===== src/rtl/ascii_int_parser.sv =====
// ASCII byte stream to signed integer records with a one-entry output register.
// Record valid the cycle after its delimiter; input stalls while the record is held.
module ascii_int_parser #(
   parameter int VALUE_WIDTH    = 32,
   parameter bit ALLOW_NEGATIVE = 1'b1
) (
   input  logic                   clk,
   input  logic                   rst,
   input  logic                   in_valid,
   input  logic [7:0]             in_data,
   output logic                   in_ready,
   output logic                   out_valid,
   output logic [VALUE_WIDTH-1:0] out_data,
   output logic                   out_eol,
   output logic                   out_blank,
   input  logic                   out_ready,
   output logic                   overflow,
   output logic                   error
);

   typedef enum logic [1:0] {
      IDLE,
      SIGN,
      NUM
   } state_t;

   state_t                 state;
   logic [VALUE_WIDTH-1:0] acc;
   logic                   sign;

   logic                   accept;
   logic                   is_digit;
   logic                   is_minus;
   logic                   is_cr;
   logic                   is_lf;
   logic [3:0]             digit;
   logic [VALUE_WIDTH+3:0] acc_ext;
   logic [VALUE_WIDTH+3:0] acc_next;

   assign in_ready = !out_valid || out_ready;
   assign accept   = in_valid && in_ready;

   assign is_digit = (in_data >= 8'h30) && (in_data <= 8'h39);
   assign is_minus = ALLOW_NEGATIVE && (in_data == 8'h2D);
   assign is_cr    = (in_data == 8'h0D);
   assign is_lf    = (in_data == 8'h0A);
   assign digit    = in_data[3:0];

   // acc*10 + d kept four bits wider so the overflow carry is visible
   assign acc_ext  = {4'b0000, acc};
   assign acc_next = (acc_ext << 3) + (acc_ext << 1) + {{VALUE_WIDTH{1'b0}}, digit};

   always_ff @(posedge clk) begin
      if (rst) begin
         state     <= IDLE;
         acc       <= '0;
         sign      <= 1'b0;
         out_valid <= 1'b0;
         out_data  <= '0;
         out_eol   <= 1'b0;
         out_blank <= 1'b0;
         overflow  <= 1'b0;
         error     <= 1'b0;
      end else begin
         if (out_valid && out_ready)
            out_valid <= 1'b0;

         // A new record may load in the same cycle the old one drains
         if (accept && !is_cr) begin
            case (state)
               IDLE: begin
                  if (is_digit) begin
                     acc   <= VALUE_WIDTH'(digit);
                     state <= NUM;
                  end else if (is_minus) begin
                     sign  <= 1'b1;
                     state <= SIGN;
                  end else if (is_lf) begin
                     out_valid <= 1'b1;
                     out_data  <= '0;
                     out_eol   <= 1'b1;
                     out_blank <= 1'b1;
                  end
               end
               SIGN: begin
                  if (is_digit) begin
                     acc   <= VALUE_WIDTH'(digit);
                     state <= NUM;
                  end else begin
                     error <= 1'b1;
                     sign  <= 1'b0;
                     state <= IDLE;
                  end
               end
               NUM: begin
                  if (is_digit) begin
                     acc <= acc_next[VALUE_WIDTH-1:0];
                     if (|acc_next[VALUE_WIDTH+3:VALUE_WIDTH])
                        overflow <= 1'b1;
                  end else begin
                     out_valid <= 1'b1;
                     out_data  <= sign ? ('0 - acc) : acc;
                     out_eol   <= is_lf;
                     out_blank <= 1'b0;
                     sign      <= 1'b0;
                     acc       <= '0;
                     state     <= IDLE;
                  end
               end
               default: state <= IDLE;
            endcase
         end
      end
   end

endmodule

===== config.mk =====
export PLATFORM = sky130hd
export DESIGN_NAME = ascii_int_parser
export DESIGN_NICKNAME = d
export VERILOG_FILES = /design/src/rtl/ascii_int_parser.sv
export SDC_FILE = /design/constraint.sdc
export NUM_CORES = 1
export LEC_CHECK = 0
export BUFFER_PORTS_ARGS = -buffer_cell sky130_fd_sc_hd__buf_2
export CAP_MARGIN = 20
export CORE_UTILIZATION = 61
export DETAILED_ROUTE_END_ITERATION = 10
export GPL_TIMING_DRIVEN = 0
export HOLD_SLACK_MARGIN = 0.05
export PLACE_DENSITY = 0.81
export SLEW_MARGIN = 30
export SYNTH_ARGS = -nofsm -noshare
export SYNTH_HDL_FRONTEND = slang
export SYNTH_SLANG_ARGS = --single-unit

===== constraint.sdc =====
create_clock -name clk -period 3.88 [get_ports clk]
set_input_delay 0.388 -clock clk [delete_from_list [all_inputs] [get_ports clk]]
set_output_delay 0.388 -clock clk [all_outputs]
set_load 0.05 [all_outputs]

==> flow_summary.html <==
<table>
<tr><th>Metric</th><th>Value</th></tr>
<tr><th colspan="2">Final layout</th></tr>
<tr><td>Layout cell share with drive strength beyond 1</td><td>0.1258</td></tr>
<tr><td>Layout overhead on the synthesized area</td><td>11.08%</td></tr>
<tr><td>Fin util</td><td>0.7080</td></tr>
<tr><td>Number of diodes added for antenna fixing</td><td>0</td></tr>
<tr><td>Fin nets</td><td>839</td></tr>
<tr><td>Multi-input logic area</td><td>0.003926 sq mm</td></tr>
<tr><td>Area taken by flip-flops and latches</td><td>0.001441 sq mm</td></tr>
<tr><td>Filler cell count in the final layout</td><td>704</td></tr>
<tr><td>Commonest non-fill, non-tap cell in the layout</td><td>dfxtp_1</td></tr>
<tr><td>Most used cells in the layout excluding fill and tap cells</td><td>72 x dfxtp_1, 67 x ha_1, 64 x a21oi_1</td></tr>
<tr><th colspan="2">Synthesis</th></tr>
<tr><td>Main area contributors after synthesis</td><td>dfxtp_1 26%, ha_1 15%, xnor2_1 6.4%, a21oi_1 5.7%, a22oi_1 4.3%</td></tr>
<tr><td>Top_reg_cell synth</td><td>dfxtp_1</td></tr>
<tr><td>Synthesized instance count</td><td>698</td></tr>
<tr><td>FFs w/ async S/R, synth</td><td>0</td></tr>
<tr><td>Number of library cell types mapped by synthesis</td><td>75</td></tr>
<tr><td>Number of register bits inferred by synthesis</td><td>72</td></tr>
<tr><td>Post-synthesis area per instance</td><td>8.041 sq um</td></tr>
<tr><td>Yosys Warn Count</td><td>0</td></tr>
<tr><td>Sequential fraction of the synthesis area</td><td>0.2568</td></tr>
<tr><td>Cell type contributing the most total cell area after synthesis</td><td>dfxtp_1</td></tr>
<tr><td>Post-synthesis cell area</td><td>0.005613 sq mm</td></tr>
<tr><td>Count of flip-flops with a built-in enable after synthesis</td><td>0</td></tr>
<tr><td>Fraction of post-synthesis cell area in the top cell type by area</td><td>0.2568</td></tr>
<tr><td>Synthesized Nets</td><td>779</td></tr>
<tr><th colspan="2">Global routing</th></tr>
<tr><td>Global-route usage over all layers</td><td>0.3122</td></tr>
<tr><td>Global-route wire length before repair</td><td>24.34 mm</td></tr>
<tr><td>Maximum number of pins on one net before global-route repair</td><td>12</td></tr>
<tr><td>Vias in the first global route</td><td>5124</td></tr>
<tr><td>Number of antenna violations at the first check in global routing</td><td>0</td></tr>
<tr><td>Remaining Overflow, GRT</td><td>0</td></tr>
<tr><th colspan="2">CTS</th></tr>
<tr><td>Clock insertion delay at the later pin of the skew report</td><td>350 ps</td></tr>
<tr><td>Clock Pin Slew Worst Setup and Hold Paths</td><td>70 ps</td></tr>
<tr><td>Clock buffer depth</td><td>2</td></tr>
<tr><td>Number of levels the H-tree was split into</td><td>3</td></tr>
<tr><td>Number of buffers created by CTS</td><td>9</td></tr>
<tr><td>Sinks on the clock net</td><td>72</td></tr>
<tr><td>Clock tree from TritonCTS</td><td>done</td></tr>
<tr><td>Buffer type at the clock tree root</td><td>clkbuf_8</td></tr>
<tr><td>Hold-fix buffer count after cts</td><td>0</td></tr>
<tr><th colspan="2">Critical path</th></tr>
<tr><td>CP Max Fanout</td><td>6</td></tr>
<tr><td>Beginning of the critical path</td><td>acc[2]</td></tr>
<tr><td>Reg2reg end</td><td>acc[31]</td></tr>
<tr><td>Kind of start point of the critical path</td><td>register</td></tr>
<tr><td>Crit Path Class</td><td>reg -&gt; reg</td></tr>
<tr><td>CP Data Arrival Time</td><td>3830 ps</td></tr>
<tr><td>Launching point of the worst reg2reg path</td><td>acc[2]</td></tr>
<tr><td>Setup slack of the worst register-to-register path</td><td>290 ps</td></tr>
<tr><td>Type of element capturing the critical path</td><td>register</td></tr>
<tr><td>Reg2reg path depth</td><td>12</td></tr>
<tr><td>Required time of the critical path</td><td>4120 ps</td></tr>
<tr><td>Termination of the worst setup path</td><td>acc[31]</td></tr>
<tr><th colspan="2">Worst hold path</th></tr>
<tr><td>Worst min-delay path class</td><td>in -&gt; reg</td></tr>
<tr><td>Start point of the worst min-delay path</td><td>rst</td></tr>
<tr><th colspan="2">Die</th></tr>
<tr><td>Core region area</td><td>0.008806 sq mm</td></tr>
<tr><td>I/O Pins</td><td>50</td></tr>
<tr><td>Die Ht</td><td>97.93 um</td></tr>
<tr><td>Die area</td><td>0.009589 sq mm</td></tr>
<tr><td>Placement Rows</td><td>34</td></tr>
<tr><td>X dimension of the die</td><td>97.93 um</td></tr>
<tr><td>Initial standard-cell utilization of the core</td><td>0.6374</td></tr>
<tr><th colspan="2">Placement</th></tr>
<tr><td>HPWL reported at the end of detailed placement</td><td>11.60 mm</td></tr>
<tr><td>RePlAce Congestion</td><td>0.9827</td></tr>
<tr><td>Number of input and output port buffers inserted</td><td>49</td></tr>
<tr><th colspan="2">Detailed routing</th></tr>
<tr><td>Post-DR vias/cell</td><td>6.302</td></tr>
<tr><td>ANT nets after route</td><td>0</td></tr>
<tr><td>Number of iterations in the first detailed-routing pass</td><td>8</td></tr>
<tr><td>Remaining design rule violation count</td><td>9</td></tr>
<tr><td>Detailed-route via count</td><td>5489</td></tr>
<tr><td>DRC marker count from the first detailed-route iteration</td><td>374</td></tr>
<tr><td>Average wire per cell in the routed design</td><td>17.10 um</td></tr>
<tr><td>Final wirelength</td><td>14.90 mm</td></tr>
<tr><th colspan="2">Timing</th></tr>
<tr><td>Worst relative slew slack</td><td>0.5297</td></tr>
<tr><td>Peak clock frequency supported by timing</td><td>278.6 MHz</td></tr>
<tr><td>Number of pins with negative max-slew slack in the final report</td><td>0</td></tr>
<tr><td>Unrepaired setup endpoints after global routing</td><td>no</td></tr>
<tr><td>Setup TNS</td><td>0 ps</td></tr>
<tr><td>Ratio of final minimum period to clock period</td><td>0.9251</td></tr>
<tr><td>Setup clock skew after layout</td><td>9.611 ps</td></tr>
<tr><td>Transition time of the tightest slew-check pin</td><td>702.9 ps</td></tr>
<tr><td>Final critical-path required period</td><td>3590 ps</td></tr>
<tr><td>Final setup violation count</td><td>0</td></tr>
<tr><td>Hold violation total from the final report</td><td>0</td></tr>
<tr><th colspan="2">Power</th></tr>
<tr><td>Flop pwr share</td><td>0.505</td></tr>
<tr><td>Switching Power</td><td>306.0 uW</td></tr>
<tr><td>Switching Fraction</td><td>0.2088</td></tr>
<tr><td>Part of the total power dissipated in combinational logic</td><td>0.038</td></tr>
<tr><td>Overall power consumption</td><td>1.465 mW</td></tr>
<tr><td>Power per Cell Area</td><td>235.0 mW/mm^2</td></tr>
<tr><td>Max IR drop VDD</td><td>134.1 uV</td></tr>
<tr><td>Internal Dissipation</td><td>1.159 mW</td></tr>
<tr><td>Leakage power summed over all cells</td><td>2.927 nW</td></tr>
<tr><td>Clock power frac</td><td>0.457</td></tr>
<tr><th colspan="2">Outcome</th></tr>
<tr><td>Violations in the final reports</td><td>DRC</td></tr>
<tr><td>Result of the run</td><td>complete, but fails checks</td></tr>
<tr><th colspan="2">Run</th></tr>
<tr><td>Reported max-cap violation count</td><td>0</td></tr>
</table>
==> stage by stage <==
step	instance area [sq um]	setup slack, ps	hold WS (ps)	std cells
floorplan	5613	1046	485.2	698
global placement	5993	162.7	436.4	855
detailed placement	5993	135.2	441.1	855
CTS	6230	125.4	278.6	871
global route	6235	88.81	322.5	871
finish	6235	290.5	280.4	871
==> worst min path at each step <==
| stage | end | slack [ps] | cells after the start |
|---|---|---|---|
| floorplan | out_data[0] | 490 | 2 |
| global placement | out_data[0] | 440 | 2 |
| detailed placement | out_data[27] | 440 | 2 |
| CTS | out_data[28] | 280 | 2 |
| global route | out_data[28] | 320 | 2 |
| finish | out_data[28] | 280 | 2 |
==> Yosys cell counts (all sizes together) (2+ instances only) <==
cell	count
o211a	2
a211oi	9
and4	4
a32oi	3
xnor2	41
ha	67
or4	5
buf	14
nand4	8
dfxtp	72
nand3	30
mux2i	3
and3	5
nor3	16
a22oi	32
xor2	13
o211ai	7
inv	22
and2	5
a21o	8
nand2b	10
a21oi	67
a31oi	10
o31ai	8
clkbuf	21
nand2	64
nor4	3
fa	2
or2	4
o41ai	5
nor2	63
o21bai	6
o21ai	40
o21ba	2
o22ai	2
or3	5
a21boi	2
==> power groups by stage <==
stage                     Clock (mW)  Combinational [mW]  Sequential (mW)
final                          0.670              0.0550            0.740
after global routing           0.693              0.0596            0.740
after CTS                      0.667              0.0540            0.740
after detailed placement           0              0.0535            0.757
after global placement             0              0.0514            0.757
after floorplan                    0              0.0330            0.757
==> registers in the layout, indices dropped and copies added (netlist names) <==
signal,cells
sign,1
state,2
out_blank,1
error,1
acc,32
out_data,32
out_valid,1
overflow,1
out_eol,1
==> logic make-up (layout without fill, tap and decap cells) <==
kind of cell / Yosys count / in the layout / share of synthesized area
compound gates: 216 / 216 / 0.2541
xor+xnor: 54 / 54 / 0.08426
fa+ha+maj: 69 / 69 / 0.1565
buf+inv: 58 / 123 / 0.04458
flops: 72 / 72 / 0.2568
mux: 3 / 3 / 0.005350
simple gates: 226 / 226 / 0.1984
==> metal layers <==
metal,track usage,share of wire,vias up
met4,0.1434,0.033,0
met1,0.4168,0.45,2556
met2,0.5049,0.45,216
li1,-,-,2684
met3,0.03722,0.065,33
met5,0,0,-
==> critical path, stage by stage, from the launching register on <==
cell and delay [ps]:
dfxtp_1 450, inv_1 140, fa_1 560, inv_1 60
ha_1 320, a211oi_1 330, o211ai_1 190, a211oi_2 380
o21ai_1 200, a21boi_1 440, o31ai_1 160, xnor2_1 170
o21ai_1 90
==> area by class of cell <==
class / count / share of cell area
clock inverters: 1 / 0.004816
plain buffers: 35 / 0.02629
flip-flops and latches: 72 / 0.2312
clock buffers: 15 / 0.03311
inverters: 23 / 0.01385
repair buffers: 49 / 0.03933
multi-input cells: 568 / 0.6297
well taps: 108 / 0.02167
==> what timing repair did <==
| action | in CTS | in global routing |
|---|---|---|
| buffers inserted | 0 | 0 |
| setup endpoints to repair | 0 | 3 |
| resized for setup | 0 | 1 |
(Power assumes the default switching activity.)
